--- src/rtl/instr_encoder_pkg.sv ---
// instr_encoder_pkg: mnemonic, opcode and func constants shared with the control decoder.
package instr_encoder_pkg;
  localparam logic [4:0] M_ADD   = 5'd0;
  localparam logic [4:0] M_ADDU  = 5'd1;
  localparam logic [4:0] M_SUB   = 5'd2;
  localparam logic [4:0] M_SUBU  = 5'd3;
  localparam logic [4:0] M_AND   = 5'd4;
  localparam logic [4:0] M_OR    = 5'd5;
  localparam logic [4:0] M_XOR   = 5'd6;
  localparam logic [4:0] M_NOR   = 5'd7;
  localparam logic [4:0] M_SLT   = 5'd8;
  localparam logic [4:0] M_SLTU  = 5'd9;
  localparam logic [4:0] M_ADDI  = 5'd10;
  localparam logic [4:0] M_ADDIU = 5'd11;
  localparam logic [4:0] M_ANDI  = 5'd12;
  localparam logic [4:0] M_ORI   = 5'd13;
  localparam logic [4:0] M_SLTI  = 5'd14;
  localparam logic [4:0] M_SLTIU = 5'd15;
  localparam logic [4:0] M_LW    = 5'd16;
  localparam logic [4:0] M_SW    = 5'd17;
  localparam logic [4:0] M_BEQ   = 5'd18;
  localparam logic [4:0] M_BNE   = 5'd19;
  localparam logic [5:0] OP_RTYPE = 6'h00;
  localparam logic [5:0] OP_ADDI  = 6'h08;
  localparam logic [5:0] OP_ADDIU = 6'h09;
  localparam logic [5:0] OP_ANDI  = 6'h0C;
  localparam logic [5:0] OP_ORI   = 6'h0D;
  localparam logic [5:0] OP_SLTI  = 6'h0A;
  localparam logic [5:0] OP_SLTIU = 6'h0B;
  localparam logic [5:0] OP_LW    = 6'h23;
  localparam logic [5:0] OP_SW    = 6'h2B;
  localparam logic [5:0] OP_BEQ   = 6'h04;
  localparam logic [5:0] OP_BNE   = 6'h05;
  localparam logic [5:0] F_ADD  = 6'h20;
  localparam logic [5:0] F_ADDU = 6'h21;
  localparam logic [5:0] F_SUB  = 6'h22;
  localparam logic [5:0] F_SUBU = 6'h23;
  localparam logic [5:0] F_AND  = 6'h24;
  localparam logic [5:0] F_OR   = 6'h25;
  localparam logic [5:0] F_XOR  = 6'h26;
  localparam logic [5:0] F_NOR  = 6'h27;
  localparam logic [5:0] F_SLT  = 6'h2A;
  localparam logic [5:0] F_SLTU = 6'h2B;
endpackage

--- src/rtl/instr_encoder_field_pack.sv ---
// instr_field_pack: combinational mnemonic + fields to {legal, 32-bit MIPS word}.
module instr_field_pack
  import instr_encoder_pkg::*;
(
  input  logic [4:0]  mnem,
  input  logic [4:0]  rs,
  input  logic [4:0]  rt,
  input  logic [4:0]  rd,
  input  logic [15:0] imm,
  output logic        legal,
  output logic [31:0] word
);
  logic       r_type;
  logic [5:0] func;
  logic [5:0] op;
  always_comb begin
    func = 6'h00;
    op = OP_RTYPE;
    case (mnem)
      M_ADD:   func = F_ADD;
      M_ADDU:  func = F_ADDU;
      M_SUB:   func = F_SUB;
      M_SUBU:  func = F_SUBU;
      M_AND:   func = F_AND;
      M_OR:    func = F_OR;
      M_XOR:   func = F_XOR;
      M_NOR:   func = F_NOR;
      M_SLT:   func = F_SLT;
      M_SLTU:  func = F_SLTU;
      M_ADDI:  op = OP_ADDI;
      M_ADDIU: op = OP_ADDIU;
      M_ANDI:  op = OP_ANDI;
      M_ORI:   op = OP_ORI;
      M_SLTI:  op = OP_SLTI;
      M_SLTIU: op = OP_SLTIU;
      M_LW:    op = OP_LW;
      M_SW:    op = OP_SW;
      M_BEQ:   op = OP_BEQ;
      M_BNE:   op = OP_BNE;
      default: ;
    endcase
    r_type = mnem <= M_SLTU;
    legal = mnem <= M_BNE;
    word = r_type ? {OP_RTYPE, rs, rt, rd, 5'b00000, func} : {op, rs, rt, imm};
  end
endmodule

--- src/rtl/instr_encoder.sv ---
// instr_encoder: registered valid/ready encoder of symbolic requests into MIPS words,
// tracking the imem write address and the count of emitted words.
module instr_encoder
  import instr_encoder_pkg::*;
#(
  parameter int ADDR_W    = 8,
  parameter int BASE_ADDR = 0
) (
  input  logic              clk,
  input  logic              reset,
  input  logic              flush,
  input  logic              in_valid,
  output logic              in_ready,
  input  logic [4:0]        in_mnem,
  input  logic [4:0]        in_rs,
  input  logic [4:0]        in_rt,
  input  logic [4:0]        in_rd,
  input  logic [15:0]       in_imm,
  output logic              out_valid,
  input  logic              out_ready,
  output logic [31:0]       out_instr,
  output logic [ADDR_W-1:0] out_addr,
  output logic [15:0]       instr_count,
  output logic              err_illegal
);
  logic        legal;
  logic [31:0] word;
  logic        acc;
  logic        hs;
  instr_field_pack u_pack (
    .mnem(in_mnem), .rs(in_rs), .rt(in_rt), .rd(in_rd), .imm(in_imm),
    .legal(legal), .word(word)
  );
  assign in_ready = !out_valid || out_ready;
  assign acc = in_valid && in_ready;
  assign hs = out_valid && out_ready;
  // out_addr advances on drain, so an idle register already holds the next word's address
  always_ff @(posedge clk or posedge reset) begin
    if (reset) begin
      out_valid <= 1'b0;
      out_instr <= 32'h0;
      out_addr <= ADDR_W'(BASE_ADDR);
      instr_count <= 16'h0;
      err_illegal <= 1'b0;
    end else if (flush) begin
      out_valid <= 1'b0;
      out_addr <= ADDR_W'(BASE_ADDR);
      instr_count <= 16'h0;
      err_illegal <= 1'b0;
    end else begin
      err_illegal <= acc && !legal;
      out_valid <= acc ? legal : (out_valid && !hs);
      if (acc && legal) out_instr <= word;
      if (hs) out_addr <= out_addr + ADDR_W'(4);
      if (hs && instr_count != 16'hFFFF) instr_count <= instr_count + 16'd1;
    end
  end
endmodule

--- config.mk ---
export PLATFORM = sky130hd
export DESIGN_NAME = instr_encoder
export DESIGN_NICKNAME = d
export VERILOG_FILES = /design/src/rtl/instr_encoder_pkg.sv /design/src/rtl/instr_encoder_field_pack.sv /design/src/rtl/instr_encoder.sv
export SDC_FILE = /design/constraint.sdc
export NUM_CORES = 1
export LEC_CHECK = 0
export ABC_AREA = 1
export CAP_MARGIN = 5
export CELL_PAD_IN_SITES_DETAIL_PLACEMENT = 1
export CELL_PAD_IN_SITES_GLOBAL_PLACEMENT = 1
export CORE_ASPECT_RATIO = 0.75
export CORE_MARGIN = 3
export CORE_UTILIZATION = 34
export DETAILED_ROUTE_END_ITERATION = 10
export HOLD_SLACK_MARGIN = 0.02
export PLACE_DENSITY = 0.89
export SYNTH_ARGS = -nofsm -noshare
export SYNTH_HDL_FRONTEND = slang
export SYNTH_SLANG_ARGS = --single-unit
--- constraint.sdc ---
create_clock -name clk -period 2.97 [get_ports clk]
set_clock_uncertainty 0.1 [all_clocks]
set_input_delay 0.297 -clock clk [delete_from_list [all_inputs] [get_ports clk]]
set_output_delay 0.297 -clock clk [all_outputs]
set_load 0.03 [all_outputs]
==> flow_summary.yaml, run 1 <==
setup_path:
  cp_data_arrival_time_ns: 1.69
  startpoint_type: "input pin"
  end_kind: "output pin"
  crit_fanout: 2
  cp_data_required_time_ns: 2.57
  path_class: "input pin to output pin"
clock_network:
  cts_buffer_depth: 2
  cts-buffers-inserted: 5
  hold_buffers: 0
  insertion_delay_ns: 0.32
  cts_setup_buffers: 0
  ctsResizeCount: 0
  cts_sinks: 55
  h-tree-depth: 2
  cts.clk_slew.worst_paths_ns: 0.12
  cts_tree: "yes"
  root_buffer: "clkbuf_8"
placed_design:
  place_congestion: 0.884
  dp.cells: 545
  port_buffers: 96
  place_ws_ns: 0.615
  hpwl_um: 6840
global_route:
  gr-total-overflow: 0
  grt_antenna_before_repair: 0
  grt_pass1_wl_um: 15000
  grt_pass1_vias: 2999
  grt_max_degree: 27
  track_usage_pct: 20.1
sta:
  hold_viol: 0
  setup_ws_ns: 0.882
  slew_headroom_pct: 58.0
  min_period_over_period_pct: 70.3
  setup_tns_ns: 0
  worst_slew_pin_slew_ns: 0.630
  rsz0062_at_grt: "no"
  slew_violations: 0
  finalCriticalPeriod_ns: 2.09
  finalSetupViolCount: 0
  fmax_ghz: 0.479
logic_synthesis:
  yosys.area.top_type: "dfrtp_1"
  ys_warn_count: 0
  ys_types: 30
  synth_area_leaders: "dfrtp_1 50%, nand2_1 20%, nand3_1 5.2%"
  synth-compound-area-share_pct: 5.88
  synthFlopType: "dfrtp_1"
  synthAdderAreaFrac_pct: 0.905
  synthMuxAreaShare_pct: 0
  synthXorXnorAreaFrac_pct: 1.27
  async_flop_share_pct: 100
  synth-seq-area-share_pct: 49.8
  yosys_register_bits: 55
  synthTopCellsByCount: "145 x nand2_1, 55 x dfrtp_1, 29 x nand3_1, 22 x nor2_1, 20 x inv_1"
  synthSimpleGateAreaFrac_pct: 35.6
  yosysMostFrequentCell: "nand2_1"
  postSynthCellCount: 355
  syn_area_per_cell_um2: 7.79
  synth-edff-count: 0
  netlist_area_mm2: 0.00277
  synth_top_family_by_area: "simple AND/OR/NAND/NOR gates"
  synth_top_area_share_pct: 49.8
floorplanning:
  io_pins: 100
  die_area_mm2: 0.00926
  die_w_um: 110
  num_rows: 27
  die_h_um: 84.1
  start_util_pct: 36.4
  core_area_mm2: 0.00760
power_and_ir_drop:
  p_leak_uw: 0.00179
  power.switching_uw: 647
  powerDensity_mw_per_mm2: 479
  ir_drop_v: 0.000287
  intPower_uw: 1220
  switching_share_pct: 34.6
  pwr-share-comb_pct: 29.1
  seq_power_share_pct: 46.6
  clockPowerShare_pct: 24.4
layout:
  drive_above_1_share_pct: 6.86
  area_growth_pct: 41.3
  nets: 494
  fin_util_pct: 51.4
  antenna_cells: 0
  fill_cells: 959
  final_cells: 553
run_status:
  status: "completed"
route:
  via_count: 2761
  dr.pass1.iters: 4
  drtAntennaViolNets: 0
  drc_errors: 0
  viasPerCell: 4.99
  wl_um: 8850
  wl_per_cell_um: 16.0
  drtIter0Drc: 139
flow_run:
  max_cap_viol_count: 0
worst_hold_path:
  hold_path.class: "input pin to async pin"
[cell usage in the layout (no fill, tap or decap), drive strengths merged, types with 2 or more instances in the layout]
| cell | count |
|---|---|
| nand2 | 147 |
| clkdlybuf4s50 | 96 |
| dfrtp | 55 |
| nand3 | 30 |
| nor2 | 29 |
| inv | 27 |
| nand4 | 15 |
| o21ai | 13 |
| a21oi | 6 |
| clkbuf | 5 |
| buf | 5 |
| xor2 | 4 |
| nor3 | 3 |
| o21bai | 3 |
| conb | 3 |
| o31ai | 2 |
| or2 | 2 |
| ha | 2 |
[through the flow]
step	hold slack (ns)	total power, uW	cell area [um^2]
global placement	0.361	1420	3810
floorplan	0.307	1170	2770
global route	0.197	1960	3910
finish	0.154	1870	3910
CTS	0.161	1890	3910
detailed placement	0.367	1430	3810
[state kept, by name (all words and copies together) (netlist names)]
name         cells
instr_count     16
out_instr       31
out_addr         6
err_illegal      1
out_valid        1
[cell type report]
| type | count | area (um^2) | share of cell area (%) |
|---|---|---|---|
| flip-flops and latches | 55 | 1380 | 35.2 |
| well taps | 101 | 126 | 3.23 |
| inverters | 25 | 93.8 | 2.40 |
| repair buffers | 101 | 998 | 25.6 |
| clock buffers | 5 | 68.8 | 1.76 |
| multi-input cells | 263 | 1220 | 31.2 |
| clock inverters | 3 | 26.3 | 0.672 |
[worst max-delay path, stage by stage]
cell             delay, ns
clkdlybuf4s50_1       0.53
inv_1                 0.07
nand2_1               0.10
clkdlybuf4s50_1       0.69
[power groups by stage]
stage / sequential (uW) / combinational (uW) / clock (uW)
6_report: 871 / 544 / 456
5_1_grt: 882 / 584 / 499
4_1_cts: 872 / 550 / 472
3_5_place_dp: 886 / 548 / 0
3_3_place_gp: 883 / 534 / 0
2_1_floorplan: 1030 / 133 / 0
[metal layers]
metal	vias to the layer above	part of all wire (%)	GRT usage, %	wire [um]
met5	-	0	0	0
met4	0	1.1	4.03	94
met3	8	4.7	3.25	415
met2	70	50	34.0	4410
met1	1361	44	27.3	3930
li1	1322	-	-	-
[final timing paths]
check | start | to | slack (ns) | depth (start not counted)
worst max-delay path | out_ready | in_ready | 0.88 | 4
worst min-delay path | reset | out_instr[3] | 0.15 | 2
worst max register to register | instr_count[1] | instr_count[12] | 0.96 | 9
worst min register to register | out_instr[7] | out_instr[7] | 0.39 | 2
max in group asynchronous | reset | out_instr[28] | 1.94 | 3
min in group clk | out_instr[7] | out_instr[7] | 0.39 | 2
[kinds of logic after synthesis]
kind of cell    after synthesis
fa+ha+maj                     2
compound gates               28
buf+inv                      39
simple gates                226
other cells                   1
xor+xnor                      4
flops                        55
Power figures use the tool's default switching activity.
==> inputs of run 2 (changes only) <==
--- a/config.mk
+++ b/config.mk
@@ -11,10 +11,10 @@
 export CELL_PAD_IN_SITES_GLOBAL_PLACEMENT = 1
 export CORE_ASPECT_RATIO = 0.75
 export CORE_MARGIN = 3
-export CORE_UTILIZATION = 34
+export CORE_UTILIZATION = 32
 export DETAILED_ROUTE_END_ITERATION = 10
 export HOLD_SLACK_MARGIN = 0.02
-export PLACE_DENSITY = 0.89
+export PLACE_DENSITY = 0.85
 export SYNTH_ARGS = -nofsm -noshare
 export SYNTH_HDL_FRONTEND = slang
 export SYNTH_SLANG_ARGS = --single-unit
==> constraint.sdc (replaced) <==
create_clock -name clk -period 2 [get_ports clk]
set_clock_uncertainty 0.1 [all_clocks]
set_input_delay 0.2 -clock clk [delete_from_list [all_inputs] [get_ports clk]]
set_output_delay 0.2 -clock clk [all_outputs]
set_load 0.03 [all_outputs]
==> run 2 against run 1 <==
  * Register-to-register slack worse by 0.77 ns
  * Via count is 0.91% higher
  * Setup slack worse by 0.78 ns
  * Sequential power is 48% higher
  * Sequential share of layout area is 1.2 points lower
  * Total power is 61% higher
  * Highest routed layer unchanged
  * Largest power group unchanged
==> flow_summary.yaml, run 2 (synthesized netlist as in run 1, its figures left out) <==
run_status:
  status: "completed"
clock_network:
  cts.clk_slew.worst_paths_ns: 0.07
  cts-buffers-inserted: 5
  insertion_delay_ns: 0.29
  cts_sinks: 55
  root_buffer: "clkbuf_16"
  cts_buffer_depth: 2
  cts_setup_buffers: 0
  h-tree-depth: 2
  ctsResizeCount: 0
  cts_tree: "yes"
  hold_buffers: 0
layout:
  top_register: "out_instr"
  final_cells: 564
  postLayoutCellArea_mm2: 0.00405
  antenna_cells: 0
  drive_above_1_share_pct: 8.06
  layout_commonest_cell: "nand2_1"
  area_growth_pct: 46.3
  largest_reg_flops: 31
  layout_common_cells: "145 x nand2_1, 96 x clkdlybuf4s50_1, 55 x dfrtp_1, 29 x nand3_1, 22 x nor2_1"
  nets: 501
  reg_top3: "out_instr (31), instr_count (16), out_addr (6)"
sta:
  setup_tns_ns: 0
  hold_viol: 0
  fmax_ghz: 0.527
  finalCriticalPeriod_ns: 1.90
  setup_ws_ns: 0.101
  rsz0062_at_grt: "no"
  min_period_over_period_pct: 94.9
  whs_ns: 0.173
  slew_violations: 0
  finalSetupViolCount: 0
global_route:
  grt_max_degree: 56
  grt_pass1_wl_um: 14900
  grt_pass1_vias: 2994
  gr-total-overflow: 0
  track_usage_pct: 18.9
  grt_antenna_before_repair: 0
setup_path:
  path_common_cell: "clkdlybuf4s50_1"
  r2r_cells: 7
  slowest_delay_ns: 0.68
  cp_data_required_time_ns: 1.70
  critPathSlowestCell: "clkdlybuf4s50_1"
  startpoint_type: "input pin"
  cp_cell_sequence: "clkdlybuf4s50_1 > inv_1 > nand2_1 > clkdlybuf4s50_1"
  crit_fanout: 2
  cp_data_arrival_time_ns: 1.60
  end_kind: "output pin"
  path_class: "input pin to output pin"
route:
  dr.pass1.iters: 4
  wl_per_cell_um: 15.9
  via_count: 2786
  wl_um: 8940
  drtAntennaViolNets: 0
  drc_errors: 0
  viasPerCell: 4.94
  drtIter0Drc: 162
floorplanning:
  io_pins: 100
  num_rows: 28
  start_util_pct: 34.0
  die_w_um: 113
  die_area_mm2: 0.00980
  die_h_um: 86.5
  core_area_mm2: 0.00813
power_and_ir_drop:
  ir_drop_v: 0.000393
  powerDensity_mw_per_mm2: 745
  p_leak_uw: 0.00186
placed_design:
  placed_cell_area_mm2: 0.00389
  place_congestion: 0.932
  hpwl_um: 6820
  place_ws_ns: 0.0368
  dp.cells: 556
  port_buffers: 96
flow_run:
  max_cap_viol_count: 0
worst_hold_path:
  hold_path.class: "input pin to async pin"
## run 2: cell types whose count changed in the layout (fill, tap and decap cells not counted), sizes merged
| cell | previous run | this run |
|---|---|---|
| inv | 27 | 25 |
| clkbuf | 5 | 7 |
| buf | 5 | 12 |
## run 2: worst max-delay path, delay by kind of cell
kind,cells,cell delay (ns)
buffers and inverters,3,1.29
AND/OR/NAND/NOR,1,0.10
## run 2: final timing paths
check	from	endpoint	slack, ns
max in group asynchronous	reset	instr_count[14]	1.36
max reg2reg	instr_count[1]	instr_count[14]	0.19
min	reset	instr_count[6]	0.17
min in group clk	in_imm[9]	out_instr[9]	0.35
min reg2reg	out_instr[22]	out_instr[22]	0.38
max	out_ready	in_ready	0.10
## run 2: layout make-up
type	count	area, um^2
tap	105	131
inverter	25	93.8
timing repair buffer	108	1080
clock inverter	1	8.76
fill	1014	4080
clock buffer	7	143
multi-input combinational	263	1220
sequential	55	1380
## run 2: per-layer routing
metal  vias to the layer above  GRT usage [%]  share of wire, %
met5                         -              0                 0
met4                         0           4.26              0.62
met3                         4           2.86               3.3
met2                        70           32.0                48
met1                      1376           25.9                48
li1                       1336              -                 -
## run 2: report_power, final
part | total, uW | switching, uW | internal (uW) | leakage (uW)
combinational | 821 | 475 | 346 | 0.00106
clock | 899 | 396 | 502 | 0.0000741
sequential | 1290 | 69.5 | 1230 | 0.000725
total | 3010 | 941 | 2070 | 0.00186
## run 2: stage by stage
| step | total power [uW] | utilization (%) |
|---|---|---|
| floorplan | 1730 | - |
| global placement | 2120 | 47.9 |
| detailed placement | 2140 | 47.9 |
| CTS | 3060 | 49.8 |
| global route | 3170 | 49.8 |
| finish | 3010 | 49.8 |
